===== config.mk =====
export PLATFORM = sky130hd
export DESIGN_NAME = rx_byte_viewer_flat
export DESIGN_NICKNAME = d
export VERILOG_FILES = /design/src/rtl/rx_byte_viewer_if.sv /design/src/rtl/rx_byte_viewer.sv /design/src/flat_wrapper.sv
export SDC_FILE = /design/constraint.sdc
export NUM_CORES = 1
export LEC_CHECK = 0
export ABC_AREA = 1
export BUFFER_PORTS_ARGS = -buffer_cell sky130_fd_sc_hd__buf_2
export CAP_MARGIN = 10
export CORE_MARGIN = 1.5
export CORE_UTILIZATION = 35
export DETAILED_ROUTE_END_ITERATION = 6
export PLACE_DENSITY = 0.53
export SYNTH_ARGS = -nofsm -noshare
export SYNTH_HDL_FRONTEND = slang
export SYNTH_SLANG_ARGS = --single-unit

===== constraint.sdc =====
create_clock -name i_clk -period 6.2 [get_ports i_clk]
set_clock_uncertainty 0.15 [all_clocks]
set_input_delay 0.31 -clock i_clk [delete_from_list [all_inputs] [get_ports i_clk]]
set_output_delay 0.31 -clock i_clk [all_outputs]
set_load 0.02 [all_outputs]

===== src/rtl/rx_byte_viewer_if.sv =====
// Bus bundle for rx_byte_viewer: receiver write/pop/flush controls and the display/status outputs.
interface rx_byte_viewer_if #(
  parameter int unsigned DW     = 8,
  parameter int unsigned LGFLEN = 3,
  parameter int unsigned CW     = 8
);
  logic              i_wr;
  logic [DW-1:0]     i_data;
  logic              i_next;
  logic              i_clear;
  logic [DW-1:0]     o_data;
  logic              o_valid;
  logic [LGFLEN:0]   o_fill;
  logic              o_empty;
  logic              o_full;
  logic              o_ovf;
  logic [CW-1:0]     o_drops;

  modport master (
    output i_wr, i_data, i_next, i_clear,
    input  o_data, o_valid, o_fill, o_empty, o_full, o_ovf, o_drops
  );

  modport slave (
    input  i_wr, i_data, i_next, i_clear,
    output o_data, o_valid, o_fill, o_empty, o_full, o_ovf, o_drops
  );
endinterface


===== src/rtl/rx_byte_viewer.sv =====
// Receive-side circular word buffer with a held display register, fill level,
// sticky overflow flag and saturating drop counter.
module rx_byte_viewer #(
  parameter int unsigned    DW        = 8,
  parameter int unsigned    LGFLEN    = 3,
  parameter bit             OVERWRITE = 1'b0,
  parameter logic [DW-1:0]  EMPTY_VAL = {DW{1'b0}},
  parameter int unsigned    CW        = 8
) (
  input  logic           i_clk,
  input  logic           i_rst_n,
  rx_byte_viewer_if.slave bus
);

  localparam int unsigned      DEPTH_I    = 1 << LGFLEN;
  localparam logic [LGFLEN:0]  DEPTH_C    = {1'b1, {LGFLEN{1'b0}}};
  localparam logic [LGFLEN:0]  FILL_ONE_C = (LGFLEN+1)'(1);
  localparam logic [LGFLEN-1:0] PTR_ONE_C = LGFLEN'(1);
  localparam logic [CW-1:0]    DROP_ONE_C = CW'(1);
  localparam logic [CW-1:0]    DROP_MAX_C = {CW{1'b1}};

  logic [DW-1:0]     mem_r [0:DEPTH_I-1];
  logic [LGFLEN-1:0] wr_ptr_r;
  logic [LGFLEN-1:0] rd_ptr_r;
  logic [LGFLEN:0]   fill_r;
  logic              empty_r;
  logic              full_r;
  logic              ovf_r;
  logic [CW-1:0]     drops_r;
  logic [DW-1:0]     data_r;
  logic              valid_r;

  logic              pop_s;
  logic              push_s;
  logic              drop_s;
  logic              ovw_s;
  logic [LGFLEN:0]   fill_nxt_s;

  // Decode this cycle's pop/push/drop actions; flush masks everything.
  always_comb begin
    pop_s  = 1'b0;
    push_s = 1'b0;
    drop_s = 1'b0;
    ovw_s  = 1'b0;
    if (bus.i_clear) begin
      pop_s  = 1'b0;
      push_s = 1'b0;
    end else begin
      pop_s  = bus.i_next && (fill_r != {(LGFLEN+1){1'b0}});
      // A full buffer with a simultaneous pop has room, so only a pop-less write overflows.
      drop_s = bus.i_wr && (fill_r == DEPTH_C) && !bus.i_next;
      ovw_s  = drop_s && OVERWRITE;
      push_s = bus.i_wr && (!drop_s || OVERWRITE);
    end
  end

  // Next fill level; an overwrite pushes without growing the buffer.
  always_comb begin
    fill_nxt_s = fill_r;
    case ({push_s && !ovw_s, pop_s})
      2'b10:   fill_nxt_s = fill_r + FILL_ONE_C;
      2'b01:   fill_nxt_s = fill_r - FILL_ONE_C;
      default: fill_nxt_s = fill_r;
    endcase
  end

  // Storage array; nonblocking write keeps the same-edge pop reading the old word.
  always_ff @(posedge i_clk) begin
    if (push_s) begin
      mem_r[wr_ptr_r] <= bus.i_data;
    end
  end

  // Pointers, status counters and display register.
  always_ff @(posedge i_clk or negedge i_rst_n) begin
    if (!i_rst_n) begin
      wr_ptr_r <= {LGFLEN{1'b0}};
      rd_ptr_r <= {LGFLEN{1'b0}};
      fill_r   <= {(LGFLEN+1){1'b0}};
      empty_r  <= 1'b1;
      full_r   <= 1'b0;
      ovf_r    <= 1'b0;
      drops_r  <= {CW{1'b0}};
      data_r   <= EMPTY_VAL;
      valid_r  <= 1'b0;
    end else if (bus.i_clear) begin
      wr_ptr_r <= {LGFLEN{1'b0}};
      rd_ptr_r <= {LGFLEN{1'b0}};
      fill_r   <= {(LGFLEN+1){1'b0}};
      empty_r  <= 1'b1;
      full_r   <= 1'b0;
      ovf_r    <= 1'b0;
      drops_r  <= {CW{1'b0}};
      data_r   <= EMPTY_VAL;
      valid_r  <= 1'b0;
    end else begin
      if (push_s) begin
        wr_ptr_r <= wr_ptr_r + PTR_ONE_C;
      end
      if (pop_s || ovw_s) begin
        rd_ptr_r <= rd_ptr_r + PTR_ONE_C;
      end
      fill_r  <= fill_nxt_s;
      empty_r <= (fill_nxt_s == {(LGFLEN+1){1'b0}});
      full_r  <= (fill_nxt_s == DEPTH_C);
      if (drop_s) begin
        ovf_r <= 1'b1;
        if (drops_r != DROP_MAX_C) begin
          drops_r <= drops_r + DROP_ONE_C;
        end
      end
      if (bus.i_next) begin
        if (pop_s) begin
          data_r  <= mem_r[rd_ptr_r];
          valid_r <= 1'b1;
        end else begin
          data_r  <= EMPTY_VAL;
          valid_r <= 1'b0;
        end
      end
    end
  end

  assign bus.o_data  = data_r;
  assign bus.o_valid = valid_r;
  assign bus.o_fill  = fill_r;
  assign bus.o_empty = empty_r;
  assign bus.o_full  = full_r;
  assign bus.o_ovf   = ovf_r;
  assign bus.o_drops = drops_r;

endmodule


===== src/flat_wrapper.sv =====
// flat-port wrapper written by rule: the top's interface ports become plain ports
module rx_byte_viewer_flat 
#(
  parameter int unsigned    DW        = 8,
  parameter int unsigned    LGFLEN    = 3,
  parameter bit             OVERWRITE = 1'b0,
  parameter logic [DW-1:0]  EMPTY_VAL = {DW{1'b0}},
  parameter int unsigned    CW        = 8
)
  (i_clk, i_rst_n, bus_i_wr, bus_i_data, bus_i_next, bus_i_clear, bus_o_data, bus_o_valid, bus_o_fill, bus_o_empty, bus_o_full, bus_o_ovf, bus_o_drops);
  rx_byte_viewer_if #(.DW(DW), .LGFLEN(LGFLEN), .CW(CW)) bus_i ();
  input  logic i_clk;
  input  logic i_rst_n;
  input wire logic [$bits(bus_i.i_wr)-1:0] bus_i_wr;
  input wire logic [$bits(bus_i.i_data)-1:0] bus_i_data;
  input wire logic [$bits(bus_i.i_next)-1:0] bus_i_next;
  input wire logic [$bits(bus_i.i_clear)-1:0] bus_i_clear;
  output wire logic [$bits(bus_i.o_data)-1:0] bus_o_data;
  output wire logic [$bits(bus_i.o_valid)-1:0] bus_o_valid;
  output wire logic [$bits(bus_i.o_fill)-1:0] bus_o_fill;
  output wire logic [$bits(bus_i.o_empty)-1:0] bus_o_empty;
  output wire logic [$bits(bus_i.o_full)-1:0] bus_o_full;
  output wire logic [$bits(bus_i.o_ovf)-1:0] bus_o_ovf;
  output wire logic [$bits(bus_i.o_drops)-1:0] bus_o_drops;
  assign bus_i.i_wr = bus_i_wr;
  assign bus_i.i_data = bus_i_data;
  assign bus_i.i_next = bus_i_next;
  assign bus_i.i_clear = bus_i_clear;
  assign bus_o_data = bus_i.o_data;
  assign bus_o_valid = bus_i.o_valid;
  assign bus_o_fill = bus_i.o_fill;
  assign bus_o_empty = bus_i.o_empty;
  assign bus_o_full = bus_i.o_full;
  assign bus_o_ovf = bus_i.o_ovf;
  assign bus_o_drops = bus_i.o_drops;
  rx_byte_viewer #(.DW(DW), .LGFLEN(LGFLEN), .OVERWRITE(OVERWRITE), .EMPTY_VAL(EMPTY_VAL), .CW(CW)) u_core (.i_clk(i_clk), .i_rst_n(i_rst_n), .bus(bus_i));
endmodule

==> impl_metrics.tcl <==
set metrics [dict create \
    place_area_um2 4330 \
    cts-root-buf "clkbuf_16" \
    fillCellCount 1125 \
    rsz0062_at_grt "no" \
    holdCritPathClass "input pin to register" \
    finalSetupViolations 0 \
    layout-drive-gt1-share_pct 16.0 \
    port_buffers 36 \
    die-width_um 110 \
    synth_top_area_share_pct 47.6 \
    report.power.total_uw 1490 \
    worst_slew_pin_slew_ns 1.00 \
    final_max_slew_viol_count 0 \
    clk_latency_ns 0.33 \
    design_area_um2 4630 \
    hold_violations 0 \
    yosysTopAreaCell "edfxtp_1" \
    num_antenna_cells 0 \
    cts.clk_slew.worst_paths_ns 0.06 \
    p_leak_uw 0.00194 \
    start_util_pct 35.6 \
    design.die.area_um2 12200 \
    die_h_um 110 \
    max_freq_mhz 399 \
    io_pins 37 \
    routabilityCongestion 0.739 \
    max-cap-violations 0 \
    netlist_area_um2 4040 \
    netlist_instances 384 \
    postRouteAntennaNets 0 \
    drt-initial-drc-count 235 \
    multi_input_area_um2 1200 \
    ys_types 26 \
    wire_per_inst_um 15.4 \
    core.rowCount 39 \
    crit_fanout 6 \
    grt_overflow_total 0 \
    grt_max_degree 35 \
    grt_pass1_wl_mm 13.7 \
    ys_seq_elements 94 \
    core_um2 11300 \
    syn-num-nets 403 \
    critPathArrivalTime_ns 2.63 \
    cts.sinks 94 \
    syn_avg_cell_area_um2 10.5 \
    clockBufferDepth 2 \
    cts_max_level 3 \
    r2r_cells 17 \
    grt_pass1_vias 2569 \
    post_cts_buffers 0 \
    status "finished, final reports clean" \
    synth-edff-count 64 \
    start_kind "register" \
    ys.flop_type "edfxtp_1" \
    cp.required_ns 6.32 \
    via_per_inst 4.89 \
    nets 438 \
    synth_area_leaders "edfxtp_1 (48%), dfrtp_1 (18%), nand2_1 (10%), nand3_1 (4.1%), nor2_1 (3.3%)" \
    fin_tns_setup_ns 0 \
    critPathCaptureType "register" \
    register_area_um2 2670 \
    worst_ir_drop_vdd_mv 0.105 \
    cts_buffers 9 \
    drt_first_pass_iters 5 \
    r2r_start "u_core.bus.o_fill[1]" \
    dp_hpwl_mm 5.69 \
    crit_path_end "u_core.bus.o_empty" \
    cts_tree "done" \
    relSlewSlack_pct 33.1 \
    area_growth_syn_to_layout_pct 14.7 \
    stdcell_count 567 \
    r2r_slack_ns 3.69 \
    async_reset_ff_share_pct 31.9 \
    drc 0 \
    crit_path_start "u_core.bus.o_fill[1]" \
    timing.hold.ws_ns 0.109 \
    antenna_found_initial 0 \
    placed_cells 550 \
    crit_type "register to register" \
    vias 2772 \
    synth_seq_area_share_pct 66.3 \
    yosys_warnings 0 \
    reg2reg_to "u_core.bus.o_empty" \
    p_per_area_nw_per_um2 321 \
    period_share_pct 40.4 \
    wl_mm 8.72 \
    grt.total_usage_pct 15.3 \
    layout_min_cycle_time_ns 2.51 \
]
## worst min path at each step
stage	start	slack, ns	to	cells past startpoint
finish	bus_i_data[1]	0.11	u_core.mem_r[0][1]	1
global route	bus_i_data[7]	0.12	u_core.mem_r[1][7]	1
CTS	bus_i_data[1]	0.10	u_core.mem_r[0][1]	1
detailed placement	i_rst_n	0.27	u_core.bus.o_full	1
global placement	i_rst_n	0.26	u_core.bus.o_full	1
floorplan	i_rst_n	-0.14	u_core.bus.o_data[0]	0
## power breakdown
group	internal (µW)	total, µW	switching (µW)	leakage [µW]
combinational	69.7	213	143	0.000808
sequential	701	736	34.8	0.000985
clock	312	539	227	0.000144
total	1080	1490	404	0.00194
## synthesized netlist by cell type, types with 3 or more instances
| cell type | number |
|---|---|
| nand3_1 | 33 |
| buf_2 | 7 |
| ha_1 | 6 |
| o221ai_1 | 8 |
| inv_1 | 19 |
| inv_2 | 6 |
| nand2_1 | 107 |
| o21ai_1 | 14 |
| or2_2 | 3 |
| dfrtp_1 | 29 |
| o21ai_0 | 19 |
| clkbuf_1 | 5 |
| nor2_1 | 35 |
| a21oi_1 | 15 |
| edfxtp_1 | 64 |
| nor2_2 | 4 |
## logic make-up (layout without fill, tap and decap cells)
family                   count (synthesis)  in the layout  synth area share (%)
XOR/XNOR                                 2              2                 0.434
AND/OR/NAND/NOR                        187            187                  19.4
flip-flops                              94             94                  66.3
AO/OA/AOI/OAI                           57             57                  8.09
buffers and inverters                   38             78                  3.94
adder cells (fa/ha/maj)                  6              6                  1.86
## repair_timing
action,4_1_cts,5_1_grt
resized for setup,0,0
hold buffers,1,0
endpoints found under the hold margin,29,0
## placed cells by master (no fill, tap or decap), drive strengths merged
cell type / count
clkbuf: 10
nand4: 1
clkinv: 4
inv: 26
bufinv: 1
a21oi: 15
o221ai: 8
dfrtp: 29
ha: 6
edfxtp: 64
xor2: 1
xnor2: 1
nand2: 108
or2: 4
nand2b: 1
buf: 36
nor2: 39
dlygate4sd3: 1
nand3: 34
dfstp: 1
o21ai: 34
## metrics by stage
| step | utilization [%] | setup slack [ns] |
|---|---|---|
| finish | 40.9 | 3.69 |
| global route | 40.9 | 3.48 |
| CTS | 40.9 | 3.69 |
| detailed placement | 38.2 | 3.71 |
| global placement | 38.2 | 3.79 |
| floorplan | - | 3.91 |
## final cells by class
type | count | share of cell area, %
Clock buffer | 10 | 4.95
Clock inverter | 6 | 1.32
Inverter | 25 | 2.03
Multi-Input combinational cell | 252 | 26.0
Sequential cell | 94 | 57.8
Tap cell | 143 | 3.86
Timing Repair Buffer | 37 | 4.11
## flip-flops by register name (all words and copies together), names as in the netlist
| register | count |
|---|---|
| u_core.wr_ptr_r | 3 |
| u_core.bus.o_ovf | 1 |
| u_core.bus.o_fill | 4 |
| u_core.mem_r | 64 |
| u_core.bus.o_data | 8 |
| u_core.bus.o_empty | 1 |
| u_core.rd_ptr_r | 3 |
| u_core.bus.o_valid | 1 |
| u_core.bus.o_full | 1 |
| u_core.bus.o_drops | 8 |
## per-layer routing
| layer | wire, µm | GRT usage [%] | up-vias |
|---|---|---|---|
| met4 | 80 | 4.40 | 0 |
| met1 | 4140 | 22.0 | 1321 |
| li1 | - | - | 1383 |
| met2 | 4060 | 23.1 | 59 |
| met5 | 0 | 0 | - |
| met3 | 439 | 3.47 | 9 |
## worst max-delay path, stage by stage, from the launching register on
cell	delay [ns]
dfrtp_1	0.45
nor2_2	0.17
nand4_2	0.14
nand2_1	0.13
nor2_2	0.07
inv_2	0.07
ha_1	0.24
nand2_1	0.08
inv_1	0.07
nor2_1	0.05
ha_1	0.17
a21oi_1	0.16
nand2b_1	0.14
nand3_1	0.09
nand3_1	0.10
nand2_1	0.05
nand2_1	0.07
inv_1	0.04
Power figures use the tool's default switching activity.
